<file path="config.mk">
export PLATFORM = sky130hd
export DESIGN_NAME = alu_exec_stage
export DESIGN_NICKNAME = d
export VERILOG_FILES = /design/src/rtl/alu_exec_stage.sv
export SDC_FILE = /design/constraint.sdc
export NUM_CORES = 1
export LEC_CHECK = 0
export ABC_AREA = 1
export CORE_MARGIN = 1
export CORE_UTILIZATION = 40
export CTS_CLUSTER_DIAMETER = 40
export DETAILED_ROUTE_END_ITERATION = 10
export PLACE_DENSITY = 0.68
export SYNTH_ARGS = -nofsm -noshare
export SYNTH_HDL_FRONTEND = slang
export SYNTH_SLANG_ARGS = --single-unit
</file>
<file path="constraint.sdc">
create_clock -name i_clk -period 1.85 [get_ports i_clk]
set_input_delay 0.555 -clock i_clk [delete_from_list [all_inputs] [get_ports i_clk]]
set_output_delay 0.555 -clock i_clk [all_outputs]
set_load 0.005 [all_outputs]
</file>
<file path="src/rtl/alu_exec_stage.sv">
// ALU execute stage: computes the ALU result from the accepted operands and
// holds it in an output register backed by one skid entry. With the skid
// entry, upstream ready comes straight from a flop and never depends
// combinationally on downstream ready.
module alu_exec_stage #(
  parameter int XLEN = 32,
  parameter int TAGW = 5
) (
  input  logic            i_clk,
  input  logic            i_rst_n,
  input  logic            i_valid,
  output logic            o_ready,
  input  logic [2:0]      i_alu_control,
  input  logic [XLEN-1:0] i_op_a,
  input  logic [XLEN-1:0] i_op_b,
  input  logic [TAGW-1:0] i_tag,
  input  logic            i_flush,
  output logic            o_valid,
  input  logic            i_ready,
  output logic [XLEN-1:0] o_result,
  output logic            o_zero,
  output logic            o_illegal,
  output logic [TAGW-1:0] o_tag
);

  // One stored result. Flags and tag travel with the result, so a skid
  // entry reaches the output exactly as it was captured.
  typedef struct packed {
    logic [XLEN-1:0] result;
    logic            zero;
    logic            illegal;
    logic [TAGW-1:0] tag;
  } entry_t;

  // EMPTY: nothing held. ONE: OUT valid. FULL: OUT and SKID valid.
  typedef enum logic [1:0] {S_EMPTY, S_ONE, S_FULL} state_t;

  state_t          state;
  logic            out_valid;
  logic            skid_valid;
  logic            rdy_q;
  entry_t          out_ent;
  entry_t          skid_ent;
  entry_t          new_ent;
  logic [XLEN-1:0] alu_res;
  logic            alu_ill;
  logic            accept;
  logic            drain;

  assign accept = i_valid & rdy_q;
  assign drain  = out_valid & i_ready;

  // ALU on the live inputs. Unused codes give a zero result and set the
  // illegal flag. Overflow wraps and does not trap.
  always_comb begin
    alu_res = '0;
    alu_ill = 1'b0;
    case (i_alu_control)
      3'b000:  alu_res = i_op_a + i_op_b;
      3'b001:  alu_res = i_op_a - i_op_b;
      3'b010:  alu_res = i_op_a & i_op_b;
      3'b011:  alu_res = i_op_a | i_op_b;
      3'b101:  alu_res = {{(XLEN-1){1'b0}}, ($signed(i_op_a) < $signed(i_op_b))};
      default: alu_ill = 1'b1;
    endcase
  end

  // Pack the entry that an accept would store.
  always_comb begin
    new_ent.result  = alu_res;
    new_ent.zero    = (alu_res == '0);
    new_ent.illegal = alu_ill;
    new_ent.tag     = i_tag;
  end

  // FSM and storage. Valids and ready are registered FSM outputs. Data
  // registers load only when they take a new entry and may hold stale
  // values while invalid.
  always_ff @(posedge i_clk or negedge i_rst_n) begin
    if (!i_rst_n) begin
      state      <= S_EMPTY;
      out_valid  <= 1'b0;
      skid_valid <= 1'b0;
      rdy_q      <= 1'b1;
      out_ent    <= '{result: '0, zero: 1'b1, illegal: 1'b0, tag: '0};
      skid_ent   <= '{result: '0, zero: 1'b1, illegal: 1'b0, tag: '0};
    end else if (i_flush) begin
      // Flush wins over a same-cycle accept. A same-cycle drain still
      // completes, because downstream sampled it at this edge.
      state      <= S_EMPTY;
      out_valid  <= 1'b0;
      skid_valid <= 1'b0;
      rdy_q      <= 1'b1;
    end else begin
      case (state)
        S_EMPTY: begin
          if (accept) begin
            out_ent   <= new_ent;
            out_valid <= 1'b1;
            state     <= S_ONE;
          end
        end
        S_ONE: begin
          if (drain && accept) begin
            out_ent <= new_ent;
          end else if (drain) begin
            out_valid <= 1'b0;
            state     <= S_EMPTY;
          end else if (accept) begin
            skid_ent   <= new_ent;
            skid_valid <= 1'b1;
            rdy_q      <= 1'b0;
            state      <= S_FULL;
          end
        end
        S_FULL: begin
          if (drain) begin
            out_ent    <= skid_ent;
            skid_valid <= 1'b0;
            rdy_q      <= 1'b1;
            state      <= S_ONE;
          end
        end
        default: begin
          state      <= S_EMPTY;
          out_valid  <= 1'b0;
          skid_valid <= 1'b0;
          rdy_q      <= 1'b1;
        end
      endcase
    end
  end

  assign o_ready   = rdy_q;
  assign o_valid   = out_valid;
  assign o_result  = out_ent.result;
  assign o_zero    = out_ent.zero;
  assign o_illegal = out_ent.illegal;
  assign o_tag     = out_ent.tag;

endmodule

</file>
; Word-level counts from Yosys, hierarchy flattened
; Index checks and enable logic that the tools add are counted.
[totals]
reg_bits = 82
input_bits = 77
output_inout_bits = 41
wordCells = 74
[op_classes]
n_addsub = 2
magnitude_cmp = 1
eq_ne = 18
n_mux = 24
n_bitwise = 7
n_reduce_logical = 11
[ops]
columns = op, count
row1 = $pmux W32 S5, 1
row2 = $mux W39, 3
row3 = $pmux W39 S3, 1
row4 = $add A32 B32 Y32, 1
row5 = $and A32 B32 Y32, 1
row6 = $logic_not A32 Y1, 1
row7 = $lt A32 B32 Y1, 1
row8 = $or A32 B32 Y32, 1
row9 = $sub A32 B32 Y32, 1
row10 = $ne A3 B3 Y1 const B, 6
row11 = $reduce_and A5 Y1, 3
row12 = $mux W2, 6
row13 = $mux W1, 10
row14 = $ne A2 B2 Y1 const B, 5
row15 = $reduce_and A4 Y1, 2
row16 = $eq A3 B2 Y1 const B, 2
row17 = $pmux W1 S3, 2
row18 = $pmux W2 S3, 1
row19 = $reduce_or A5 Y1, 1
row20 = $ne A4 B4 Y1 const B, 1
row21 = $eq A3 B1 Y1 const B, 1
row22 = $eq A3 B3 Y1 const B, 1
row23 = $logic_not A3 Y1, 1
row24 = $not A1 Y1, 3
row25 = 6 further kinds, 7

; Depth between registers and ports, before layout
; Gate-level depths: netlist of the first run.
[logic_depth]
depth_word = 6
ltp_mapped = 24
depth_no_buf = 23

; Worst setup path before layout of the first run
; No wires, ideal clock.
[synth_timing]
path_type = input-to-reg
from = input port i_op_a[0]
to = register out_ent (netlist bit o_zero)
setup_time_ns = 0.061
arrival_ns = 2.471
slack_ns = -0.682
stages = 16
cell_sequence = ha_1 -> fa_1 -> or2_2 -> nand3_1 -> nand4_1 -> nor2_1 -> nand3_1 -> nor2_1 -> nand3_1 -> nor2_1 -> nand3_1 -> nor2_1 -> nand3_1 -> nand2_1 -> nand2_1 -> nand2_1
[synth_via]
elab_chain_cells = 5
elab_cells_between_ends = 10
cone_classes = 2 x add/sub / 1 x order compare / 4 x mux / 2 x bitwise / 1 x reduce/logical
[synth_lines]
columns = element, line_no
row1 = "start, declared", 14  ; input logic [XLEN-1:0] i_op_a,
row2 = $sub A32 B32 Y32 (tied with other cells), 60  ; 3'b001: alu_res = i_op_a - i_op_b;
row3 = $pmux W32 S5 *, 58  ; case (i_alu_control)
row4 = $logic_not A32 Y1 *, 71  ; new_ent.zero = (alu_res == '0);
row5 = "$mux W39, on equally long branches", "104, 97"
row6 = $pmux W39 S3 *, 95  ; case (state)
row7 = "end signal, assigned", 85  ; out_ent <= '{result: '0, zero: 1'b1, illegal: 1'b0, tag: '0};
row8 = "end signal, assigned", 98  ; out_ent <= new_ent;
row9 = "end signal, assigned", 105  ; out_ent <= new_ent;
row10 = "end, declared", 42  ; entry_t out_ent;
; Every way passes the cells marked *; elsewhere a longest branch is shown, timed or not. The select of a mux whose other input is x is not followed.
; A chain may end at the register's enable or synchronous reset.

; Worst setup path in the final report of the first run
; Same ends and word-level chain as after synthesis.

==> qor.csv, run 1 <==
metric;value;unit
vias in the first global route;12937;
placer's final routability congestion estimate;0.956;
Max-Cap Viols;0;
main combinational cell family by area after synthesis;simple AND/OR/NAND/NOR gates;
Clk Latency, worst-skew pair;340;ps
Total Die Area;25800;sq um
CTS tree;built;
DPL Wire Length;31.7;mm
status;finished, violations left;
Final Hold Viols;0;
number of nets in the layout;2455;
# rows;57;
warnings from Yosys;0;
GRT Util Overall;0.318;
leading area contributor after synthesis;nand2_1;
GR Overflow Total;0;
post-synthesis mux area share;0;
Power Density;633;nW/um^2
post-synthesis cell count;1752;
Synth Net Count;1938;
failing checks;negative setup slack;
Area Overhead vs Synth;90.3;%
wire per inst;17.7;um
internal power;7.09;mW
Unique masters post-synth;38;
vias per cell;5.26;
max-slew violations;0;
top post-synthesis cells by area;nand2_1 22%, dfrtp_1 20%, ha_1 13%;
post-cts hold buffer count;0;
RSZ-0062 raised after global routing;yes;
Die Wd;161;um
critical path class;in2reg;
First DRT Iteration DRCs;822;
sequential cell fraction of total power;0.237;
first-pass GRT wire length;65.0;mm
register area share after synthesis;0.204;
post-synthesis register bit count;82;
switch share;0.416;
Initial Util;0.411;
largest net degree at the start of global routing;36;
Setup crit end kind;flop;
setup TNS;-24860;ps
Max-slew headroom;0.461;
initial antenna violation count;1;
Vias;13670;
clock root cell;clkbuf_16;
Detailed Route WL;45.9;mm
period utilisation layout;1.41;
Least-Margin Pin Slew;808;ps
Hold WS;86.8;ps
Crit Path Max Fanout;3;
clock skew;6.26;ps
Sink Count;82;
DR DRC count;0;
min setup slack post-route;-757;ps
total power;12.1;mW
clk slew on worst S/H paths;60;ps
Static Leakage;9.86;nW
Routed Antenna Nets;0;
Post-Synth Adder-Cell Area;0.137;
VDD IR max;0.000698;V
xor and xnor area share after synthesis;0;
Main synth FF type;dfrtp_1;
Min Clock Period, post-route;2610;ps
Final setup viols;62;
top cell type's share of synthesized area;0.218;
Post-synth EDFFs;0;
FMAX;384;MHz
clock buffer depth;2;
layout cells sized above 1;0.558;
complex-gate fraction of the synthesized area;0.110;
Clock power frac;0.146;
hold crit path type;in2async;
critical path required time;2140;ps
logic gate share of total power;0.617;
DP Worst Slack;-1580;ps
core area;24500;sq um
drt pass-1 iters;5;
Die Span Y;161;um
CTS buffer count;9;
Synth Area per Inst;5.75;sq um
simple logic cell fraction of the synthesized area;0.402;
CTS H-tree depth;3;
IO Pins;118;
antenna fix cells;0;
Worst EP arrival;2890;ps
P_sw;5.04;mW
CP Launch Type;input port;
Synth async-reset ratio;1.00;
Synth Cell Area;10100;sq um
port bufs;117;
per-stage QoR:
stage | cells | area (sq um) | util
detailed placement | 2470 | 14700 | 0.600
global route | 2598 | 19200 | 0.782
floorplan | 1752 | 10800 | -
global placement | 2470 | 14700 | 0.600
CTS | 2561 | 17400 | 0.711
finish | 2598 | 19200 | 0.782
layer usage:
layer  track usage  routed length (um)  part of all wire
met1         0.408               18400              0.40
met2         0.558               22500              0.49
met3        0.0300                2840             0.062
met4         0.104                2200             0.048
met5             0                   0                 0
critical path, stage by stage:
cell     delay, ps
buf_12         110
ha_4           160
fa_2           400
buf_6          140
buf_4          120
buf_6          110
nand3_2         70
nand3_2        110
nor2_1         180
o21ai_2        100
nor2_4         170
nand2_2         70
nor2_2         110
nand3_1         80
nor2_1         120
nand3_1        100
nand2_1         70
nand2_1         60
nand2_1         50
Yosys cell counts, types with 3 or more instances:
cell type / instances
nor2_1: 174
nand2_2: 6
nand3_2: 3
nor3_1: 16
ha_1: 107
dfstp_2: 3
o211ai_1: 8
clkbuf_1: 27
inv_1: 300
o21ai_0: 79
dfrtp_1: 79
a31oi_1: 6
nand3_1: 140
a21oi_1: 100
buf_4: 6
nor3_2: 7
inv_2: 14
o21bai_1: 6
nand2_1: 586
buf_2: 25
nand4_1: 17
nor2_2: 20
o21ai_1: 3
repair_timing:
item,in CTS,in global routing
pin swaps,268,238
buffers inserted,86,66
endpoints found under the setup margin,73,82
gates resized for setup,827,426
gates cloned,0,0
cell usage in the layout (no fill, tap or decap), types with 56 or more instances in the layout:
| cell | count |
|---|---|
| a21oi_1 | 56 |
| buf_4 | 322 |
| buf_6 | 126 |
| dfrtp_1 | 79 |
| ha_1 | 61 |
| inv_1 | 179 |
| inv_2 | 98 |
| nand2_1 | 352 |
| nand2_2 | 165 |
| nand2_4 | 69 |
| nand3_2 | 72 |
| nor2_1 | 93 |
| nor2_4 | 61 |
sequential cells by signal, summed over array words and instances (netlist names):
signal	cells
o_ready	1
o_illegal	1
state	2
o_valid	1
skid_ent	39
o_tag	5
o_zero	1
o_result	32
worst paths after layout:
| kind | slack, ps | endpoint | from | depth (start not counted) |
|---|---|---|---|---|
| max | -760 | o_zero | i_op_a[0] | 19 |
| min | 90 | o_result[3] | i_rst_n | 1 |
| max reg2reg | 150 | o_result[12] | state[1] | 6 |
| min reg2reg | 480 | skid_ent[6] | skid_ent[6] | 2 |
| max in group asynchronous | 1190 | skid_ent[6] | i_rst_n | 2 |
| min in group i_clk | 480 | skid_ent[6] | skid_ent[6] | 2 |
power by group through the flow:
stage / logic, mW / registers [mW] / clock network [mW]
floorplan: 2.73 / 2.84 / 0
global placement: 5.38 / 2.85 / 0
detailed placement: 5.48 / 2.88 / 0
CTS: 6.52 / 2.86 / 1.79
global route: 8.03 / 2.94 / 1.86
finish: 7.49 / 2.87 / 1.77
cells by family (layout without fill, tap and decap cells):
group,Yosys count,in the layout
AND/OR/NAND/NOR,975,975
buffers and inverters,377,899
AO/OA/AOI/OAI,209,209
adder cells (fa/ha/maj),109,109
flip-flops,82,82
layout make-up:
| class | instances | area [sq um] |
|---|---|---|
| multi-input combinational | 1293 | 9830 |
| fill | 1722 | 5360 |
| timing repair buffer | 567 | 5280 |
| sequential | 82 | 2060 |
| inverter | 316 | 1320 |
| tap | 324 | 405 |
| clock buffer | 10 | 229 |
| clock inverter | 6 | 66.3 |
Power figures use the tool's default switching activity.
==> run 2: changes to the inputs <==
Settings changed: PLACE_DENSITY 0.68 to 0.61.
==> run 2 against run 1 <==
The flow still finishes with violations (negative setup slack). Critical path depth grew 4. Fmax grew 0.85%. Utilization shrank 1.5 points. Sequential cell count is the same. Worst hold slack gained 58 ps. Setup slack gained 22 ps. Clock power grew 6%. Count of clock-buffer cells in the layout grew 2. Non-clock buffer count shrank 9. Die area is the same. Via count shrank 4.0%. Critical path type unchanged. Largest power group unchanged. Highest routed layer unchanged.
==> qor.csv, run 2 (synthesis gave the netlist of run 1 again) <==
metric;value;unit;change
CP cell instances;buf_12, inv_12, ha_4, fa_2, inv_2, buf_6, nand2_4, nand2_4, nand3_4, nand2_4, buf_6, nand2_2, nand3_2, nand2_2, nand3_2, nand2_2, nor2_4, nand4_1, nor2_4, nand3_2, nand2_1, nand2_1, nand2_1;;
Min Clock Period, post-route;2590;ps;-22.0 ps
crit-path max cell delay;360;ps;-40 ps
RSZ-0062 raised after global routing;yes;;
clock root cell;clkbuf_16;;
FMAX;387;MHz;+0.85%
Total Die Area;25800;sq um;unchanged
setup TNS;-22260;ps;+2600 ps
vias in the first global route;12829;;-0.83%
Top reg by flops;skid_ent;;
number of nets in the layout;2446;;-0.37%
DR DRC count;0;;unchanged
hold crit path type;in2async;;
Final Instance Area;18800;sq um;-2.0%
CTS buffer count;9;;unchanged
status;finished, violations left;;
CTS tree;built;;
Top delay family on crit path;simple AND/OR/NAND/NOR gates;;
VDD IR max;0.000869;V;+24%
Final Hold Viols;0;;unchanged
fillers;1947;;+13%
Vias;13128;;-4.0%
Initial Util;0.411;;unchanged
commonest non-fill, non-tap cell in the layout;nand2_1;;
wire per inst;16.0;um;-9.3%
Routed Antenna Nets;0;;unchanged
port bufs;117;;unchanged
vias per cell;5.07;;-3.6%
core area;24500;sq um;unchanged
largest net degree at the start of global routing;42;;+17%
IO Pins;118;;unchanged
post-cts hold buffer count;0;;unchanged
Least-Margin Pin Slew;853;ps;+44.9 ps
CP Launch Type;input port;;
slowest stage cell, crit path;fa_2;;
# rows;57;;unchanged
DPL Wire Length;31.6;mm;-0.46%
commonest cells after routing, fill and taps aside;362 x nand2_1, 319 x buf_4, 175 x inv_1;;
Die Span Y;161;um;unchanged
clock skew;6.97;ps;+0.709 ps
Static Leakage;9.74;nW;-1.2%
Buffers & Inverters on Critical Path;5;;+1
first-pass GRT wire length;65.0;mm;about the same
Crit Path Max Fanout;3;;unchanged
GRT Util Overall;0.315;;-0.00341
critical path required time;2120;ps;-20 ps
Area Overhead vs Synth;86.6;%;
Worst EP arrival;2860;ps;-30 ps
Die Wd;161;um;unchanged
Clk Latency, worst-skew pair;330;ps;about the same
drt pass-1 iters;5;;unchanged
Sink Count;82;;unchanged
clock buffer depth;2;;unchanged
min setup slack post-route;-735;ps;+22.0 ps
GR Overflow Total;0;;unchanged
Final setup viols;58;;-6.5%
Setup crit end kind;flop;;
critical path class;in2reg;;
Max-Cap Viols;0;;unchanged
register-to-register setup slack;180;ps;+30 ps
FF-to-FF Start;state[0];;
placer's final routability congestion estimate;0.946;;-1.1%
max-slew violations;0;;unchanged
CTS H-tree depth;3;;unchanged
initial antenna violation count;0;;-1
Max-slew headroom;0.431;;-0.0300
antenna fix cells;0;;unchanged
reg2reg end;o_result[22];;
number of flip-flops under the largest register name;39;;unchanged
Power Density;632;nW/um^2;about the same
failing checks;negative setup slack;;
First DRT Iteration DRCs;1001;;+22%
Detailed Route WL;41.5;mm;-9.7%
layout cells sized above 1;0.547;;-0.0110
r2r worst-path depth;8;;+2
clk slew on worst S/H paths;60;ps;about the same
Placement Cell Area;14700;sq um;about the same
period utilisation layout;1.40;;-0.0119
==> run 2: changes by cell type in the layout (fill, tap and decap cells not counted), moves of 5 or more <==
cell / delta
nand2_1: +10
buf_12: -8
buf_2: +8
nand3_2: -9
nand3_1: +11
inv_4: -6
nor2_1: -8
buf_8: -10
a21oi_2: -9
a21oi_1: +6
inv_2: +10
nor2_2: +5
==> run 2: routing by layer <==
layer / part of all wire / vias up / global-route usage / wire [um]
met1: 0.43 / 6144 / 0.417 / 17900
met2: 0.49 / 449 / 0.549 / 20200
met4: 0.031 / 0 / 0.0909 / 1280
met5: 0 / - / 0 / 0
li1: - / 6436 / - / -
met3: 0.051 / 99 / 0.0201 / 2110
==> run 2: worst register-to-register path: stages (launching register included) <==
cell and delay (ps):
dfrtp_1 460, inv_1 130, nand2_1 90, o21ai_1 160, nand2_2 140, buf_4 210
a21oi_1 250, o21ai_4 90, nand2_1 60
==> run 2: layout make-up <==
type | count | area (sq um) | share of cell area
Clock buffer | 12 | 267 | 0.0142
Clock inverter | 4 | 56.3 | 0.00300
Inverter | 316 | 1300 | 0.0693
Multi-Input combinational cell | 1293 | 9690 | 0.516
Sequential cell | 82 | 2060 | 0.109
Tap cell | 324 | 405 | 0.0216
Timing Repair Buffer | 558 | 5020 | 0.267
==> run 2: power breakdown <==
group	internal, mW	switching (mW)	leakage (nW)	total [mW]
clock network	1.17	0.715	0.159	1.88
logic	3.39	3.75	8.54	7.15
registers	2.50	0.357	1.04	2.86
total	7.06	4.82	9.74	11.9
==> run 2: metrics by stage <==
step                utilization  power [mW]  hold WS, ps  worst slack (ps)  std cells
global route              0.766        12.7          164              -831       2589
CTS                       0.716        11.2          151              -727       2565
global placement          0.600        8.22          453             -1670       2472
floorplan                     -        5.57          259              -515       1752
finish                    0.766        11.9          145              -735       2589
detailed placement        0.600        8.31          458             -1720       2472
==> run 2: how the worst max path moves through the flow <==
stage	start	slack (ps)	end	depth (start not counted)
6_report	i_op_a[0]	-740	o_zero	23
5_1_grt	i_op_a[9]	-830	o_zero	21
3_3_place_gp	i_op_a[0]	-1670	o_zero	25
3_5_place_dp	i_op_a[0]	-1720	o_zero	25
2_1_floorplan	i_op_a[0]	-520	o_zero	19
4_1_cts	i_op_a[0]	-730	o_zero	23
==> run 2: timing repair <==
| item | CTS | global route |
|---|---|---|
| pin swaps | 240 | 185 |
| buffers inserted | 82 | 36 |
| cloned | 1 | 0 |
| gates resized for setup | 844 | 332 |
| hold endpoints to repair | 0 | 0 |
| endpoints found under the setup margin | 68 | 81 |
==> variant, RTL diff (config.mk and constraints of run 1) <==
The 3 states of `state_t` get a one-hot encoding in 3 bits.
--- a/src/rtl/alu_exec_stage.sv
+++ b/src/rtl/alu_exec_stage.sv
@@ -33,7 +33,7 @@
   } entry_t;
 
   // EMPTY: nothing held. ONE: OUT valid. FULL: OUT and SKID valid.
-  typedef enum logic [1:0] {S_EMPTY, S_ONE, S_FULL} state_t;
+  typedef enum logic [2:0] {S_EMPTY = 3'b001, S_ONE = 3'b010, S_FULL = 3'b100} state_t;
 
   state_t          state;
   logic            out_valid;
Function: same outputs for any inputs over 4 cycles, from zero or initial values and one cycle with i_rst_n low; so few cycles prove little.
==> variant against run 1 <==
The flow still finishes with violations (setup timing). Count of clock-buffer cells in the layout unchanged. Total power increased by 5.3%. Cell area decreased by 1.0%. First-iteration DRC count increased by 13%. Fmax decreased by 0.89%. Non-clock buffer count decreased by 41. Register-to-register slack got worse by 0.26 ns. Setup slack got worse by 0.023 ns. Via count decreased by 4.2%. Sequential cell count increased by 1. Routed wire length decreased by 7.9%. Critical endpoint unchanged. Synthesized area decreased by 0.83%.
==> variant: results (changes against run 1) <==
- Multi-In Gates: 1264 (was 1293)
- Adder-cell share of the synthesized area: 13.3% (was 13.7%)
- Fill count: 1668 (was 1722)
- Met3 usage: 2.34% (was 3.00%)
- Peak supply drop: 0.000792 V (was 0.000698 V)
- Outcome: complete, but fails checks (unchanged)
- Comb power frac: 61.1% (was 61.7%)
- XOR/XNOR Fraction of Synth Area: 0.351% (was 0%)
- Synth unique cells: 44 (was 38)
- Synth Area in Compound Gates: 12.4% (was 11.0%)
- Mean Syn Cell Area: 5.77 um^2 (was 5.75 um^2)
- GRT Overall Usage: 29.7% (was 31.8%)
- Cts repair resizes: 779 (was 827)
- Non-filler cells, final: 2539 (was 2598)
- Post-CTS Setup Bufs: 107 (was 86)
- Met2 Routed Length: 20900 um (was 22500 um)
- # setup viols final: 63 (was 62)
- Worst Setup Slack, final: -0.780 ns (was -0.757 ns)
- Failing checks: setup timing (unchanged)
- Inst Count DP: 2390 (was 2470)
- Seq area share: 11.0% (was 10.7%)
- Max-Slew Margin vs Limit: 55.6% (was 46.1%)
- Vias in the first global route: 12400 (was 12900)
- Crit path DAT: 2.91 ns (was 2.89 ns)
- Post-synth top cells: nand2_1, inv_1, nor2_1 (unchanged)
- Seq cells: 83 (was 82)
- Design area: 19000 um^2 (was 19200 um^2)
- Reg-to-Reg End: o_result[22] (was o_result[12])
- P_clk: 1900 uW (was 1770 uW)
- Leakage power: 0.00974 uW (was 0.00986 uW)
- Int Pwr: 7590 uW (was 7090 uW)
- Signal buf overhead: 25.5% (was 27.5%)
- Syn_nets: 1914 (was 1938)
- Fraction of layout cells with a size suffix above 1: 56.9% (was 55.8%)
- WL per Instance: 16.7 um (was 17.7 um)
variant: changes by cell type after synthesis, moves of 8 or more:
| cell | run 1 | this run |
|---|---|---|
| nor2_2 | 20 | 12 |
| a21oi_1 | 100 | 115 |
| nand4_1 | 17 | 9 |
| nand3_1 | 140 | 108 |
| o211ai_1 | 8 | 0 |
| o21a_1 | 1 | 9 |
| inv_1 | 300 | 318 |
| nand2_1 | 586 | 573 |
| o21ai_0 | 79 | 91 |
variant: critical path, cell delays in order:
cell and delay [ns]:
buf_8 0.08, clkinvlp_4 0.10, buf_6 0.13, fa_2 0.41, nand2_4 0.11, nand2_4 0.07
nand4_1 0.18, nand2_2 0.12, nand2_2 0.09, nand2_2 0.06, nand2_2 0.08, nand3_2 0.08
nand3_2 0.09, nand2_2 0.06, nand2_2 0.08, nand4_1 0.13, nor2_2 0.19, nand3_2 0.11
nand2_1 0.07, nand2_1 0.05, nand2_1 0.05
